File: config.mk
export PLATFORM = sky130hd
export DESIGN_NAME = stopwatch_ctrl
export DESIGN_NICKNAME = d
export VERILOG_FILES = /design/src/rtl/stopwatch_pkg.sv /design/src/rtl/key_debounce.sv /design/src/rtl/stopwatch_ctrl.sv
export SDC_FILE = /design/constraint.sdc
export NUM_CORES = 1
export LEC_CHECK = 0
export ABC_AREA = 1
export CAP_MARGIN = 20
export CORE_AREA = 8 8 87 89
export DETAILED_ROUTE_END_ITERATION = 7
export DIE_AREA = 0 0 95 97
export GPL_ROUTABILITY_DRIVEN = 1
export PLACE_DENSITY = 0.84
export SETUP_SLACK_MARGIN = 0.2
export SLEW_MARGIN = 5
export SYNTH_ARGS = -nofsm -noshare
export SYNTH_HDL_FRONTEND = slang
export SYNTH_SLANG_ARGS = --single-unit
File: constraint.sdc
create_clock -name Clk -period 4.5 [get_ports Clk]
set_input_delay 0.9 -clock Clk [delete_from_list [all_inputs] [get_ports Clk]]
set_output_delay 0.9 -clock Clk [all_outputs]
set_load 0.005 [all_outputs]
File: src/rtl/stopwatch_pkg.sv
// -----------------------------------------------------------------------------
// stopwatch_pkg
// Shared definitions for the stopwatch control stage:
//   - state_e     : FSM state encoding (IDLE=00, RUN=01, PAUSE=10, 11 illegal)
//   - DEFAULT_*   : board defaults for the tick divider and key debounce time
// -----------------------------------------------------------------------------
package stopwatch_pkg;

   typedef enum logic [1:0] {
      IDLE  = 2'b00,
      RUN   = 2'b01,
      PAUSE = 2'b10,
      BAD   = 2'b11
   } state_e;

   // 100 Hz count-enable from a 50 MHz board clock
   localparam int DEFAULT_TICK_DIV   = 500000;
   // 20 ms of stable key level at 50 MHz
   localparam int DEFAULT_DEB_CYCLES = 1000000;

endpackage

File: src/rtl/key_debounce.sv
// -----------------------------------------------------------------------------
// key_debounce
// Synchronises one raw push-button, debounces it and emits a one-cycle press
// pulse on every accepted rising edge of the debounced level.
// Ports:
//   Clk   in  : system clock, rising edge
//   R     in  : synchronous active-high reset
//   Key   in  : raw asynchronous key, active-high when pressed
//   Level out : debounced key level
//   Press out : registered one-cycle pulse per accepted press (releases ignored)
// -----------------------------------------------------------------------------
module key_debounce
   import stopwatch_pkg::*;
#(
   parameter int DEB_CYCLES = DEFAULT_DEB_CYCLES
) (
   input  logic Clk,
   input  logic R,
   input  logic Key,
   output logic Level,
   output logic Press
);

   localparam int DC_W = (DEB_CYCLES > 1) ? $clog2(DEB_CYCLES) : 1;
   localparam logic [DC_W-1:0] DC_LAST = DC_W'(DEB_CYCLES - 1);

   logic            sync1_q, sync1_d;
   logic            sync2_q, sync2_d;
   logic            db_q, db_d;
   logic            db_dly_q, db_dly_d;
   logic            press_q, press_d;
   logic [DC_W-1:0] dc_q, dc_d;

   always_comb begin
      sync1_d  = Key;
      sync2_d  = sync1_q;
      db_d     = db_q;
      dc_d     = '0;
      // A differing sample must persist DEB_CYCLES consecutive cycles; any
      // return to the current level restarts the count.
      if (sync2_q != db_q) begin
         if (dc_q == DC_LAST) begin
            db_d = sync2_q;
         end else begin
            dc_d = dc_q + DC_W'(1);
         end
      end
      // Edge detect against a delayed copy so the press lands one cycle
      // after the level change.
      db_dly_d = db_q;
      press_d  = db_q & ~db_dly_q;
   end

   always_ff @(posedge Clk) begin
      if (R) begin
         sync1_q  <= 1'b0;
         sync2_q  <= 1'b0;
         db_q     <= 1'b0;
         db_dly_q <= 1'b0;
         press_q  <= 1'b0;
         dc_q     <= '0;
      end else begin
         sync1_q  <= sync1_d;
         sync2_q  <= sync2_d;
         db_q     <= db_d;
         db_dly_q <= db_dly_d;
         press_q  <= press_d;
         dc_q     <= dc_d;
      end
   end

   assign Level = db_q;
   assign Press = press_q;

endmodule

File: src/rtl/stopwatch_ctrl.sv
// -----------------------------------------------------------------------------
// stopwatch_ctrl
// Start/Stop and Clear control for a decade-counter stopwatch. Debounces both
// keys, runs the IDLE/RUN/PAUSE machine and divides the clock into a
// count-enable tick that is only issued while running.
// Ports:
//   Clk      in  : system clock, rising edge
//   R        in  : synchronous active-high reset
//   KeyStart in  : raw Start/Stop key
//   KeyClr   in  : raw Clear key
//   En       out : one-cycle count enable to the least-significant counter
//   CntR     out : one-cycle clear to all counters
//   Running  out : high while State = RUN
//   State    out : current state (IDLE=00, RUN=01, PAUSE=10)
// -----------------------------------------------------------------------------
module stopwatch_ctrl
   import stopwatch_pkg::*;
#(
   parameter int TICK_DIV   = DEFAULT_TICK_DIV,
   parameter int DEB_CYCLES = DEFAULT_DEB_CYCLES
) (
   input  logic       Clk,
   input  logic       R,
   input  logic       KeyStart,
   input  logic       KeyClr,
   output logic       En,
   output logic       CntR,
   output logic       Running,
   output logic [1:0] State
);

   localparam int DIV_W = (TICK_DIV > 1) ? $clog2(TICK_DIV) : 1;
   localparam logic [DIV_W-1:0] DIV_MAX = DIV_W'(TICK_DIV - 1);

   // Index 0 = Start/Stop, index 1 = Clear
   logic [1:0] key_raw;
   logic [1:0] key_level;
   logic [1:0] key_press;

   assign key_raw = {KeyClr, KeyStart};

   genvar gi;
   generate
      for (gi = 0; gi < 2; gi++) begin : g_key
         key_debounce #(
            .DEB_CYCLES (DEB_CYCLES)
         ) u_key (
            .Clk   (Clk),
            .R     (R),
            .Key   (key_raw[gi]),
            .Level (key_level[gi]),
            .Press (key_press[gi])
         );
      end
   endgenerate

   // A press is honoured only while its debounced level is still asserted.
   logic start_press;
   logic clr_press;
   assign start_press = key_press[0] & key_level[0];
   assign clr_press   = key_press[1] & key_level[1];

   state_e           state_q, state_d;
   logic [DIV_W-1:0] div_q, div_d;
   logic             en_q, en_d;
   logic             cntr_q, cntr_d;
   logic             running_q, running_d;

   always_comb begin
      state_d = state_q;
      cntr_d  = 1'b0;
      if (state_q == BAD) begin
         state_d = IDLE;
      end else if (clr_press) begin
         // Clear has priority; a coincident start press is dropped.
         state_d = IDLE;
         cntr_d  = 1'b1;
      end else if (start_press) begin
         case (state_q)
            IDLE:    state_d = RUN;
            RUN:     state_d = PAUSE;
            PAUSE:   state_d = RUN;
            default: state_d = IDLE;
         endcase
      end
   end

   always_comb begin
      div_d = '0;
      case (state_q)
         RUN: begin
            if (state_d == RUN) begin
               div_d = (div_q == DIV_MAX) ? '0 : div_q + DIV_W'(1);
            end else if (state_d == PAUSE) begin
               // Freeze on the pausing edge so the partial tick survives.
               div_d = div_q;
            end
         end
         PAUSE: begin
            if (state_d == PAUSE) begin
               div_d = div_q;
            end else if (state_d == RUN) begin
               // A tick already issued on the pausing edge is not repeated.
               div_d = (div_q == DIV_MAX) ? '0 : div_q;
            end
         end
         default: div_d = '0;
      endcase
      en_d      = (state_q == RUN) && (div_q == DIV_MAX);
      running_d = (state_d == RUN);
   end

   always_ff @(posedge Clk) begin
      if (R) begin
         state_q   <= IDLE;
         div_q     <= '0;
         en_q      <= 1'b0;
         cntr_q    <= 1'b0;
         running_q <= 1'b0;
      end else begin
         state_q   <= state_d;
         div_q     <= div_d;
         en_q      <= en_d;
         cntr_q    <= cntr_d;
         running_q <= running_d;
      end
   end

   assign En      = en_q;
   assign CntR    = cntr_q;
   assign Running = running_q;
   assign State   = state_q;

endmodule

After elaboration in Yosys (flattened, before gate mapping)
Cells that the tools add are included.
{"block": "classes", "add_sub_neg": 3, "reduce_logical": 9, "mux": 12, "n_bitwise": 8, "eq_ne": 13}
{"operator": "19-bit two-way mux", "count": 6}
{"operator": "20-bit by 1-bit adder with 20-bit output, second input constant", "count": 2}
{"operator": "20-bit == test, second input constant", "count": 2}
{"operator": "19-bit case mux with 2 select lines", "count": 1}
{"operator": "19-bit by 1-bit adder with 19-bit output, second input constant", "count": 1}
{"operator": "19-bit == test, second input constant", "count": 1}
{"operator": "2-bit == test, second input constant", "count": 3}
{"operator": "2-bit two-way mux", "count": 3}
{"operator": "3-bit inequality test, second input constant", "count": 2}
{"operator": "3-bit OR reduction", "count": 2}
{"operator": "1-bit AND", "count": 4}
{"operator": "2-bit by 1-bit == test with 1-bit output, second input constant", "count": 2}
{"operator": "1-bit NOT", "count": 4}
{"operator": "2-bit case mux with 2 select lines", "count": 1}
{"operator": "2-bit AND reduction", "count": 2}
{"operator": "2-bit OR reduction", "count": 2}
{"operator": "3-bit AND reduction", "count": 1}
{"operator": "2-bit zero test", "count": 1}
{"operator": "1-bit inequality test", "count": 2}
{"operator": "2-bit inequality test, second input constant", "count": 1}
{"operator": "1-bit logical AND", "count": 1}
{"operator": "1-bit two-way mux", "count": 1}
{"block": "totals", "out_inout_bits": 5, "wordCells": 62, "regBits": 74}

Logic depth before layout (Yosys ltp)
{"block": "logic_depth", "depth_word": 10, "mapped_depth": 12, "ltp_nobuf": 12}

By module
Synthesis repeated with hierarchy kept, for this count alone.
{"block": "unflattened", "hier_cells": 574, "hier_area_um2": 3975.1}
{"mod": "key_debounce", "cells_each": 165, "instances": 2, "area_each_um2": 1224.9}
{"mod": "stopwatch_ctrl", "cells_each": 244, "instances": 1, "area_each_um2": 1525.2}

Least setup slack after synthesis
No wires, ideal clock.
{"block": "synth_timing", "kind": "input to register", "from": "in R", "to": "reg div_q[18]", "required_time_ns": 4.391, "arrival_time_ns": 1.655, "path_slack_ns": 2.736, "path_buffers": 2, "stages": 7, "path_cell_list": "clkbuf_1 inv_1 clkbuf_1 nand3_1 nand2_1 nand2_1 inv_1"}
{"element": "from (decl)", "line": "stopwatch_ctrl.sv:23", "text": "input logic R,"}
{"element": "to (signal assigned)", "line": "stopwatch_ctrl.sv:122", "text": "div_q <= div_d;"}
{"element": "to (decl)", "line": "stopwatch_ctrl.sv:64", "text": "logic [DIV_W-1:0] div_q, div_d;"}

Worst setup path after layout
{"block": "layout_timing", "from": "in R", "to": "reg g_key[0].u_key.dc_q[10]"}
{"block": "layout_between", "elab_chain_len": 1}
{"element": "3-bit OR reduction (no source line)"}
{"element": "to (signal assigned)", "line": "key_debounce.sv:61", "text": "dc_q <= '0;"}
{"element": "to (signal assigned)", "line": "key_debounce.sv:68", "text": "dc_q <= dc_d;"}
{"element": "to (decl)", "line": "key_debounce.sv:32", "text": "logic [DC_W-1:0] dc_q, dc_d;"}
Every way passes these cells.
A chain may end at the register's enable or synchronous reset.

==> impl_metrics.yaml <==
clock_network:
  cts_resized: 0
  cts_hold_buffers: 0
  cts_inserted_buffers: 9
  cts_setup_buffers: 0
  clk_path_buf_depth: 2
  ctsRootBufferMaster: "clkbuf_8"
  clock_tree_from_tritoncts: "yes"
  insertion_delay_ps: 350
  h-tree-depth: 3
  clk_transition_reported_paths_ps: 80
  numClockSinks: 74
cells_and_area:
  drive_gt1_frac: 0.07095
  layout-area-overhead-vs-synth_pct: 8.690
  most_frequent_standard_cell_in_the_layout_excluding_fill_and_tap_cells: "nand2_1"
  fin_nets: 594
  leading_cell_types_in_the_layout_fill_and_taps_excluded: "nand2_1 (133), nor2_1 (89), inv_1 (76)"
  n_antenna_cell: 0
power_and_ir_drop:
  ir_drop_v: 0.0002244
  cellPowerDensity_nw_per_um2: 298.9
  static-leakage-power_nw: 1.440
logic_synthesis:
  synthesis.nets: 587
  synthesis.instances: 580
  synth-edff-count: 0
  yosys_most_used_dff: "dfxtp_1"
  ys_warn_count: 0
  combinational_family_with_the_most_area_after_synthesis: "simple AND/OR/NAND/NOR gates"
  post_synth_mux_area_share: 0
  ys_ff_latch: 74
  synthAdderAreaFrac: 0.009728
  synth.avg_cell_area_um2: 6.653
  synth_largest_type_area_fraction: 0.3839
  post_synth_and_or_nand_nor_area_fraction: 0.4095
  ys_seq_area_frac: 0.3839
  synth_compound_gate_area_share: 0.07263
  proportion_of_register_bits_with_asynchronous_set_or_reset_after_synthesis: 0
  yosys.area_share.xor_xnor: 0.02951
  post_synth_instance_area_um2: 3859
  synthTopCellsByArea: "dfxtp_1 (38%), nand2_1 (13%), nor2_1 (8.7%)"
  synth.distinct_cells: 37
  synth_largest_area_cell: "dfxtp_1"
hold_path:
  whs_path_depth: 1
  timing.hold.worst.class: "reg -> reg"
  worstHoldStart: "g_key[1].u_key.db_dly_q"
  whs_endpoint: "g_key[1].u_key.Press"
floorplanning:
  dieWidth_um: 95
  die_height_um: 97
  floorplan.die_area_um2: 9215
  rows: 29
  floorplan.initialDensity: 0.6219
  coreArea_um2: 6205
  num_io_pins: 9
sta:
  timing_max_transition_violations_final: 0
  worst-slew-pin-transition_ps: 843.3
  skew_ps: 7.829
  rsz0062_at_grt: "false"
  timing.final.ws_setup_ps: 1972
  report.final.setup_viol: 0
  minimum_clock_period_ps: 2528
  hold_violations: 0
  timing.max_slew.rel_slack: 0.4357
  layout_worst_path_cycle_share: 0.5618
  clock.fmax_mhz: 395.5
  final.setup.tns_ps: 0
run:
  maxCapViolations: 0
global_route:
  global_route.usage.total: 0.1976
  grt_pass1_vias: 3387
  grt_ovf: 0
  grt_first_pass_wirelength_um: 15100
  grt_antenna_before_repair: 0
  grt_max_degree: 29
route:
  via_count: 3731
  drtPass1Iterations: 5
  route.met2.wl_um: 4111
  route.detailed.drc: 0
  met3_length_um: 383
  top_layer: "met4"
  final_antenna_net_count: 0
  route.final.wire_length_um: 8669
  drt_iter0_markers: 236
  met1Wirelength_um: 3981
  wl_per_cell_um: 12.96
  vias_per_cell: 5.577
placed_design:
  placement.setup.worst_slack_ps: 1591
  hpwlAfterDp_um: 6089
  place_congestion: 0.9177
  port-buffer-count: 8
worst_setup_path:
  timing.critical_path.required_ps: 4760
  critPathArrivalTime_ps: 2790
  critical_path.reg2reg.endpoint: "div_q[6]"
  timing.critical_path.from_type: "input port"
  cp-end-kind: "register"
  r2r_start: "State[0]"
  critical_path.max_fanout: 28
  r2r_cells: 6
  reg2reg_slack_ps: 2010
  criticalPathCategory: "in -> reg"
outcome:
  status: "completed"
[per-layer routing]
metal,vias up,global-route usage
met5,-,0
met4,0,0.1010
met3,20,0.03014
met2,112,0.3121
met1,1724,0.2514
li1,1875,-
[synth_stat cells (all sizes together) (3+ instances only)]
| master | instances |
|---|---|
| a21oi | 35 |
| nor2 | 96 |
| nor3 | 27 |
| o21bai | 3 |
| clkbuf | 5 |
| xor2 | 12 |
| o21ai | 10 |
| dfxtp | 74 |
| ha | 3 |
| buf | 8 |
| inv | 78 |
| nand3 | 41 |
| nand3b | 3 |
| nor3b | 4 |
| nand2 | 138 |
| or2 | 8 |
| nand4 | 29 |
[sequential cells by signal, indices dropped and copies added, names as in the netlist]
| register | flops |
|---|---|
| Running | 1 |
| g_key.u_key.sync1_q | 2 |
| CntR | 1 |
| g_key.u_key.Level | 2 |
| g_key.u_key.sync2_q | 2 |
| div_q | 19 |
| En | 1 |
| State | 2 |
| g_key.u_key.db_dly_q | 2 |
| g_key.u_key.Press | 2 |
| g_key.u_key.dc_q | 40 |
[logic make-up (layout without fill, tap and decap cells)]
| group | count (synthesis) | in the layout |
|---|---|---|
| flip-flops | 74 | 74 |
| AO/OA/AOI/OAI | 51 | 51 |
| XOR/XNOR | 13 | 13 |
| AND/OR/NAND/NOR | 348 | 348 |
| buffers and inverters | 91 | 103 |
| adder cells (fa/ha/maj) | 3 | 3 |
[worst max-delay path: stages]
cell,delay (ps)
clkdlybuf4s50_1,390
buf_4,220
inv_1,330
nand3_1,600
nor3b_1,340
[final cells by class]
| class | count | area, µm² |
|---|---|---|
| sequential | 74 | 1481 |
| clock inverter | 7 | 100.1 |
| clock buffer | 9 | 123.9 |
| multi-input combinational | 415 | 2012 |
| tap | 77 | 96.34 |
| inverter | 78 | 292.8 |
| fill | 548 | 2011 |
| timing repair buffer | 9 | 87.58 |
[power by group]
group | internal (mW) | switching [mW] | leakage (nW)
Clock | 0.317 | 0.264 | 0.114
Combinational | 0.00455 | 0.0100 | 0.729
Sequential | 0.656 | 0.00150 | 0.597
[through the flow]
step	cell area [µm²]	hold slack (ps)	util	total power, mW	cells
after floorplan	3859	372.9	-	0.6830	580
after global placement	3970	375.6	0.6398	0.6876	653
after detailed placement	3970	380.8	0.6398	0.6880	653
after CTS	4194	392.5	0.6759	1.265	669
after global routing	4194	396.9	0.6759	1.301	669
final	4194	389.9	0.6759	1.254	669
[worst max-delay path by stage]
stage	startpoint	end	slack, ps	cells after the start
after CTS	R	g_key[0].u_key.dc_q[10]	1940	5
after global routing	R	g_key[0].u_key.dc_q[12]	1770	5
after floorplan	R	div_q[18]	2740	7
after detailed placement	R	g_key[0].u_key.dc_q[12]	1590	5
after global placement	R	g_key[0].u_key.dc_q[15]	1610	5
final	R	g_key[0].u_key.dc_q[10]	1970	5
Power figures use the tool's default switching activity.
